--- src/rtl/des_perm_pipe.sv ---
// Pipelined DES IP / IP^-1 / bypass permutation engine with credit-based output FIFO.
// Optional self-check of the final stage against the original input: define DES_PERM_CHECK_EN.
module des_perm_pipe #(
    parameter int unsigned STAGES    = 2,
    parameter int unsigned OUT_DEPTH = 4,
    parameter int unsigned CNT_W     = 16
) (
    input  logic             CLK,
    input  logic             RESET_N,
    input  logic             IN_VALID,
    output logic             IN_READY,
    input  logic [1:0]       IN_MODE,
    input  logic [63:0]      IN_DATA,
    output logic             OUT_VALID,
    input  logic             OUT_READY,
    output logic [1:0]       OUT_MODE,
    output logic [63:0]      OUT_DATA,
    output logic [CNT_W-1:0] BLK_CNT,
    output logic             MODE_ERR,
    output logic             CHK_ERR
);

    localparam int unsigned PTR_W = $clog2(OUT_DEPTH);
    localparam int unsigned FCNT_W = $clog2(OUT_DEPTH + 1);
    localparam int unsigned OCC_W = $clog2(OUT_DEPTH + STAGES + 1);
    localparam int unsigned LAST = STAGES - 1;

    // Source DES bit number (1 = MSB) for IP output bit i (1..64).
    function automatic int unsigned ip_src(input int unsigned i);
        int unsigned row, col, base;
        row  = (i - 1) / 8;
        col  = (i - 1) % 8;
        base = (row < 4) ? 58 + 2 * row : 57 + 2 * (row - 4);
        return base - 8 * col;
    endfunction

    function automatic logic [63:0] perm(input logic [63:0] d, input logic inverse);
        logic [63:0] r;
        logic [5:0]  o, s;
        r = '0;
        for (int unsigned i = 1; i <= 64; i++) begin
            o = 6'(64 - i);
            s = 6'(64 - ip_src(i));
            if (inverse) r[s] = d[o];
            else         r[o] = d[s];
        end
        return r;
    endfunction

    function automatic logic [63:0] apply(input logic [63:0] d, input logic [1:0] mode, input logic undo);
        logic [63:0] r;
        unique case (mode)
            2'b00:   r = perm(d, undo);
            2'b01:   r = perm(d, !undo);
            default: r = d;
        endcase
        return r;
    endfunction

    logic              accept;
    logic [63:0]       perm_d;
    logic              stg_vld  [STAGES];
    logic [63:0]       stg_data [STAGES];
    logic [1:0]        stg_mode [STAGES];
    logic [65:0]       mem      [OUT_DEPTH];
    logic [PTR_W-1:0]  wr_ptr, rd_ptr;
    logic [FCNT_W-1:0] fifo_cnt;
    logic [OCC_W-1:0]  occ;
    logic              ready_q;
    logic              wr_en, rd_en;
    logic [65:0]       head;

    assign perm_d = apply(IN_DATA, IN_MODE, 1'b0);
    assign accept = IN_VALID && IN_READY;
    assign wr_en  = stg_vld[LAST];
    assign rd_en  = OUT_VALID && OUT_READY;

    // Credits count everything already committed downstream, so the FIFO can never overflow.
    always_comb begin
        occ = OCC_W'(fifo_cnt);
        for (int s = 0; s < STAGES; s++) occ = occ + OCC_W'(stg_vld[s]);
    end

    assign IN_READY = ready_q && (occ < OCC_W'(OUT_DEPTH));

    always_ff @(posedge CLK or negedge RESET_N) begin
        if (!RESET_N) begin
            ready_q <= 1'b0;
            for (int s = 0; s < STAGES; s++) begin
                stg_vld[s]  <= 1'b0;
                stg_data[s] <= '0;
                stg_mode[s] <= '0;
            end
        end else begin
            ready_q     <= 1'b1;
            stg_vld[0]  <= accept;
            stg_data[0] <= perm_d;
            stg_mode[0] <= IN_MODE;
            for (int s = 1; s < STAGES; s++) begin
                stg_vld[s]  <= stg_vld[s-1];
                stg_data[s] <= stg_data[s-1];
                stg_mode[s] <= stg_mode[s-1];
            end
        end
    end

    always_ff @(posedge CLK) begin
        if (wr_en) mem[wr_ptr] <= {stg_mode[LAST], stg_data[LAST]};
    end

    always_ff @(posedge CLK or negedge RESET_N) begin
        if (!RESET_N) begin
            wr_ptr   <= '0;
            rd_ptr   <= '0;
            fifo_cnt <= '0;
            BLK_CNT  <= '0;
            MODE_ERR <= 1'b0;
        end else begin
            if (wr_en) wr_ptr <= wr_ptr + PTR_W'(1);
            if (rd_en) rd_ptr <= rd_ptr + PTR_W'(1);
            if (wr_en && !rd_en)      fifo_cnt <= fifo_cnt + FCNT_W'(1);
            else if (!wr_en && rd_en) fifo_cnt <= fifo_cnt - FCNT_W'(1);
            if (rd_en && (BLK_CNT != '1)) BLK_CNT <= BLK_CNT + CNT_W'(1);
            if (accept && (IN_MODE == 2'b11)) MODE_ERR <= 1'b1;
        end
    end

    assign OUT_VALID = (fifo_cnt != '0);
    assign head      = mem[rd_ptr];
    assign OUT_DATA  = OUT_VALID ? head[63:0] : '0;
    assign OUT_MODE  = OUT_VALID ? head[65:64] : '0;

`ifdef DES_PERM_CHECK_EN
    logic [63:0] stg_orig [STAGES];
    logic [63:0] chk_data;
    logic        chk_err_q;

    assign chk_data = apply(stg_data[LAST], stg_mode[LAST], 1'b1);

    always_ff @(posedge CLK or negedge RESET_N) begin
        if (!RESET_N) begin
            chk_err_q <= 1'b0;
            for (int s = 0; s < STAGES; s++) stg_orig[s] <= '0;
        end else begin
            stg_orig[0] <= IN_DATA;
            for (int s = 1; s < STAGES; s++) stg_orig[s] <= stg_orig[s-1];
            if (stg_vld[LAST] && (chk_data != stg_orig[LAST])) chk_err_q <= 1'b1;
        end
    end

    assign CHK_ERR = chk_err_q;
`else
    assign CHK_ERR = 1'b0;
`endif

endmodule

--- config.mk ---
export PLATFORM = sky130hd
export DESIGN_NAME = des_perm_pipe
export DESIGN_NICKNAME = d
export VERILOG_FILES = /design/src/rtl/des_perm_pipe.sv
export SDC_FILE = /design/constraint.sdc
export NUM_CORES = 1
export LEC_CHECK = 0
export BUFFER_PORTS_ARGS = -buffer_cell sky130_fd_sc_hd__buf_4
export CORE_MARGIN = 5
export CORE_UTILIZATION = 50
export CTS_BUF_LIST = sky130_fd_sc_hd__clkbuf_16
export CTS_CLUSTER_DIAMETER = 60
export DETAILED_ROUTE_END_ITERATION = 12
export HOLD_SLACK_MARGIN = 0.08
export MAX_ROUTING_LAYER = met4
export PLACE_DENSITY = 0.69
export SYNTH_ARGS = -nofsm -noshare
export SYNTH_HDL_FRONTEND = slang
export SYNTH_SLANG_ARGS = --single-unit
--- constraint.sdc ---
create_clock -name CLK -period 3.5 [get_ports CLK]
set_input_delay 0.875 -clock CLK [delete_from_list [all_inputs] [get_ports CLK]]
set_output_delay 0.875 -clock CLK [all_outputs]
set_load 0.01 [all_outputs]
==> Word-level counts from Yosys, hierarchy flattened <==
Memory sizes are Yosys's and may differ from the RTL's.
Cells that the tools add are included.
{ "totals": {"ram_bits": 264, "word_cells": 43, "register_bits": 159, "n_memories": 1, "inputBits": 70} }
{ "memory_table": {"columns": ["name", "words", "width", "rd", "rd_ports_with_merged_regs", "write_ports", "line", "rtl"], "rows": [
  ["mem", 4, 66, 1, 0, 1, "65", "logic [65:0] mem [OUT_DEPTH];"]
]} }
{ "op_classes": {"n_mux": 7, "n_eq_ne": 3, "n_reduce_logical": 12, "n_lt_le_gt_ge": 1, "n_addsub": 7} }
{ "op_table": {"columns": ["operator", "n"], "rows": [
  ["$pmux W64 S2", 1],
  ["$mux W64", 1],
  ["$add A16 B1 Y16 const B", 1],
  ["$ne A16 B16 Y1 const B", 1],
  ["$logic_and A1 B1 Y1", 7],
  ["$add A3 B1 Y3", 2],
  ["$mux W3", 2],
  ["$add A2 B1 Y2 const B", 2],
  ["$add A3 B1 Y3 const B", 1],
  ["$lt A3 B3 Y1 const B", 1],
  ["$reduce_bool A3 Y1", 1],
  ["$sub A3 B1 Y3 const B", 1],
  ["$eq A2 B1 Y1 const B", 1],
  ["$eq A2 B2 Y1 const B", 1],
  ["$logic_not A1 Y1", 2],
  ["$logic_not A2 Y1", 1],
  ["$mux W1", 2],
  ["$mux W2", 1],
  ["$reduce_bool A2 Y1", 1]
]} }

==> Longest topological paths before layout <==
{ "depth": {"ltp_word": 6, "ltp_mapped": 8, "mapped_depth_nobuf": 7} }

==> Worst setup path after synthesis <==
No wires, ideal clock.
{ "synth_timing": {"path_kind": "flip-flop to flip-flop", "start": "register wr_ptr[0]", "end": "memory mem[0][0] (enable)", "arrival_ns": 2.171, "period_less_slack_ns": 2.602, "path_stages_with_launch": 4, "setup_slack_ns": 0.898, "cell_sequence": "dfrtp_1 > inv_1 > ha_1 > and2_1"} }
{ "synth_rtl": {"columns": ["element", "line", "rtl"], "rows": [
  ["start, declared", "66", "logic [PTR_W-1:0] wr_ptr, rd_ptr;"],
  ["start signal, assigned", "119", "if (wr_en) wr_ptr <= wr_ptr + PTR_W'(1);"],
  ["end, declared", "65", null]
]} }
Straight into the memory's write port.

==> Worst setup path after layout <==
{ "layout_timing": {"start": "register fifo_cnt[1]", "end": "output port OUT_DATA[31]"} }
{ "layout_between": {"elab_chain_cells": 2} }
{ "layout_rtl": {"columns": ["element", "line", "rtl"], "rows": [
  ["start, declared", "67", "logic [FCNT_W-1:0] fifo_cnt;"],
  ["start signal, assigned", "121", "if (wr_en && !rd_en) fifo_cnt <= fifo_cnt + FCNT_W'(1);"],
  ["start signal, assigned", "122", "else if (!wr_en && rd_en) fifo_cnt <= fifo_cnt - FCNT_W'(1);"],
  ["$reduce_bool A3 Y1", "128", "assign OUT_VALID = (fifo_cnt != '0);"],
  ["$mux W64", "130", "assign OUT_DATA = OUT_VALID ? head[63:0] : '0;"],
  ["end, declared", "17", "output logic [63:0] OUT_DATA,"]
]} }
No other way between the ends.

==> impl_results.md <==
* Length of the first detailed-routing pass in iterations at 5
* H-Tree Depth at 2
* Final Skew at 0.0223 ns
* Number of buffers created by CTS at 42
* Number of synthesis warnings at 0
* Clock transition at the register clock pins on the worst setup and hold paths after CTS at 0.06 ns
* Post-layout nets at roughly 1100
* Rows at 65
* Number of max-capacitance violations reported at 0
* Commonest register cell after synthesis: edfxtp_1
* Hold Buf Count CTS at 0
* Worst path top cell family by delay: simple AND/OR/NAND/NOR gates
* IO Count at ~160
* Part of the Yosys area used for sequential elements at about three quarters
* Internal power contribution at about 10 mW
* Syn Std Cell Area at ~16000 µm²
* Distinct cell type count after synthesis at 42
* R2R cell count at 8
* Crit path buf inv count at 2
* Worst hold path class: reg2reg
* CP Launch Type: register
* Result of the run: finished, final reports clean
* Cells after synthesis at 871
* Leakage power of the design at 7.33 nW
* Total Die Area at between 30000 and 40000 µm²
* Post-cts sizing count at 0
* Arrival time of the worst setup path at approximately 2.4 ns
* Worst path required time at between 2 and 3 ns
* CTS tree: done
* Number of clock sinks at between 400 and 500
* Final routed wire length divided by cell count at 21.2 µm
* R2R Path Start: fifo_cnt[1]
* Worst path slowest cell: or3_2
* Effective utilization at floorplan at 50.5%
* Capture instance of the worst register-to-register path: fifo_cnt[2]
* Shortest clock period the worst path allows after layout at 3.26 ns
* Switch share at 27.3%
* Design area at between 15000 and 20000 µm²
* Endpoint kind of the worst setup timing path: primary output
* Initial antenna violation count at 2
* Leading cell type in the layout, fill and taps excluded: edfxtp_1
* Top cell type's share of synthesized area at around 50%
* Vias at between 7000 and 8000
* Number of DRC violations after detailed routing at 0
* Largest net degree at the start of global routing at between 70 and 80
* Most frequent cells in the layout: edfxtp_1, buf_4, dfrtp_1
* Min Hold Slack at around 0.33 ns
* Max-slew violations at 0
* Detailed-placement wirelength estimate at 19.8 mm
* Power density over the cells at approximately 760 nW/µm²
* Remaining max-slew budget at the tightest pin at a little under 30%
* Number of antenna repair diodes at 0
* Cell types with the largest area share after synthesis: edfxtp_1, dfrtp_1, mux4_2
* Worst IR Drop VDD at around 460 µV
* Seq pwr share at 43.5%
* Global route total overflow at 0
* Worst setup timing slack at the placement stage at around 0.75 ns
* Net switching power at 3.89 mW
* Final core area utilization at between 60 and 70%
* FMAX at roughly 310 MHz
* Setup repair after global routing missed its margin: false
* Overall track demand over capacity in global routing at between 15 and 20%
* Placeable core region at 31400 µm²
* Cell occurring most often along the worst timing path: buf_4
* Slack of the critical path at ~0.24 ns
* Mean area per synthesized cell at 18.2 µm²
* Starting DRC count in detailed routing at between 500 and 600
* Part of the total power dissipated in the clock network at a little under a third
* Fraction of power consumed by combinational cells at a little over a quarter
* Syn-to-layout area delta at 19.0%
* Reg2Reg Setup Slack at roughly 1.4 ns
* Vias per std cell at 5.39
* Count of nets left with antenna violations after detail routing at 0
* Wire length after detailed routing at 31.3 mm
* Latest clock arrival within the worst-skew pair at approximately 0.53 ns
* Async set or reset register ratio after synthesis at between 30 and 40%
* Number of logic stages on the critical path including buffering at 4
* Setup-failing EPs final at 0
* Number of synthesized flops with an enable pin at about 260
* First-pass GRT wire length at just under 50 mm
* Slew at the pin with the worst max-slew slack at ~1.1 ns
* Clk buf depth at 3
* Net count after synthesis at 949
* Crit path max fanout at 30
* Fraction of final layout cells with drive strength greater than 1 at between 20 and 30%
* Final setup TNS at 0 ns
* Post-CTS setup-driven buffer insertion count at 0
* Share of the clock period used by the worst path after layout at about 93%
* Standard cell area after detailed placement at ~17000 µm²
* Worst setup path endpoint: OUT_DATA[31]
* Root buffer cell: clkbuf_16
* Crit-path max cell delay at 0.77 ns
* Cell chain of the critical path: or3_2 -> buf_4 -> and2_1 -> buf_4
* Largest area contributor in the netlist: edfxtp_1
* Horizontal extent of the die at between 150 and 200 µm
* Vias in the first global route at between 8000 and 9000
* Flip-flop and latch count after synthesis at between 400 and 500
* Final hold violation count at 0
* Worst setup startpoint: fifo_cnt[1]
* Die H at between 150 and 200 µm
* Gpl congestion at about 0.80
* Count of input and output buffers at roughly 150
* Crit Path Class: reg2out
-- worst min path at each step --
stage	startpoint	slack (ns)	cells after the start	to
CTS	stg_data[126]	0.33	0	stg_data[62]
finish	stg_data[126]	0.33	0	stg_data[62]
floorplan	stg_data[64]	0.33	0	stg_data[0]
detailed placement	stg_data[86]	0.33	0	stg_data[22]
global placement	stg_data[111]	0.33	0	stg_data[47]
global route	stg_data[126]	0.33	0	stg_data[62]
-- final cells by class --
| class | instances | area (µm²) |
|---|---|---|
| clock buffers | 44 | 1100 |
| clock inverters | 32 | 256 |
| fillers | 2316 | 12500 |
| inverters | 3 | 11.3 |
| multi-input cells | 401 | 3740 |
| flip-flops and latches | 423 | 11900 |
| well taps | 402 | 503 |
| repair buffers | 170 | 1330 |
-- power by group through the flow --
stage                     Sequential [mW]  Combinational (mW)  Clock, mW
final                                6.21                3.72       4.34
after global routing                 6.27                4.06       4.65
after CTS                            6.22                3.84       4.42
after detailed placement             6.31                3.83          0
after global placement               6.29                3.81          0
after floorplan                      6.13                2.23          0
-- cell usage after synthesis, types with 2 or more instances --
cell,number
and2_1,72
and3_1,4
buf_1,6
buf_2,12
buf_4,4
clkbuf_1,22
conb_1,2
dfrtp_1,159
edfxtp_1,264
ha_1,7
inv_1,3
mux2_2,3
mux2i_1,60
mux4_2,66
nand2_1,63
nand3_1,10
nand4_1,4
nor3_1,5
nor4_1,3
o2111ai_1,2
o21a_1,2
o21ai_0,61
xnor2_1,7
xor2_1,12
-- per-stage QoR --
| stage | cells | total power, mW |
|---|---|---|
| 3_3_place_gp | 1399 | 10.1 |
| 4_1_cts | 1475 | 14.5 |
| 6_report | 1475 | 14.3 |
| 5_1_grt | 1475 | 15.0 |
| 2_1_floorplan | 871 | 8.36 |
| 3_5_place_dp | 1399 | 10.1 |
-- per-layer routing --
layer / up-vias / routed length (µm) / track usage (%)
met4: 0 / 422 / 3.78
met5: - / 0 / -
met2: 189 / 15200 / 28.0
li1: 3629 / - / -
met3: 37 / 1510 / 3.16
met1: 4098 / 14200 / 26.9
-- sequential cells by signal, indices dropped and copies added (netlist names) --
register  cells
mem         264
rd_ptr        2
wr_ptr        2
stg_data    128
wr_en         1
BLK_CNT      16
MODE_ERR      1
ready_q       1
stg_mode      4
stg_vld       1
fifo_cnt      3
-- kinds of logic (layout without fill, tap and decap cells) --
family | count (synthesis) | count (layout) | share of synthesized area (%)
compound gates | 71 | 71 | 2.46
xor+xnor | 19 | 19 | 1.05
fa+ha+maj | 8 | 8 | 0.679
buf+inv | 47 | 249 | 1.30
flops | 423 | 423 | 75.2
mux | 131 | 131 | 13.6
other cells | 2 | 2 | 0.0474
simple gates | 170 | 170 | 5.76
No activity file was read; power rests on OpenSTA's default activity.
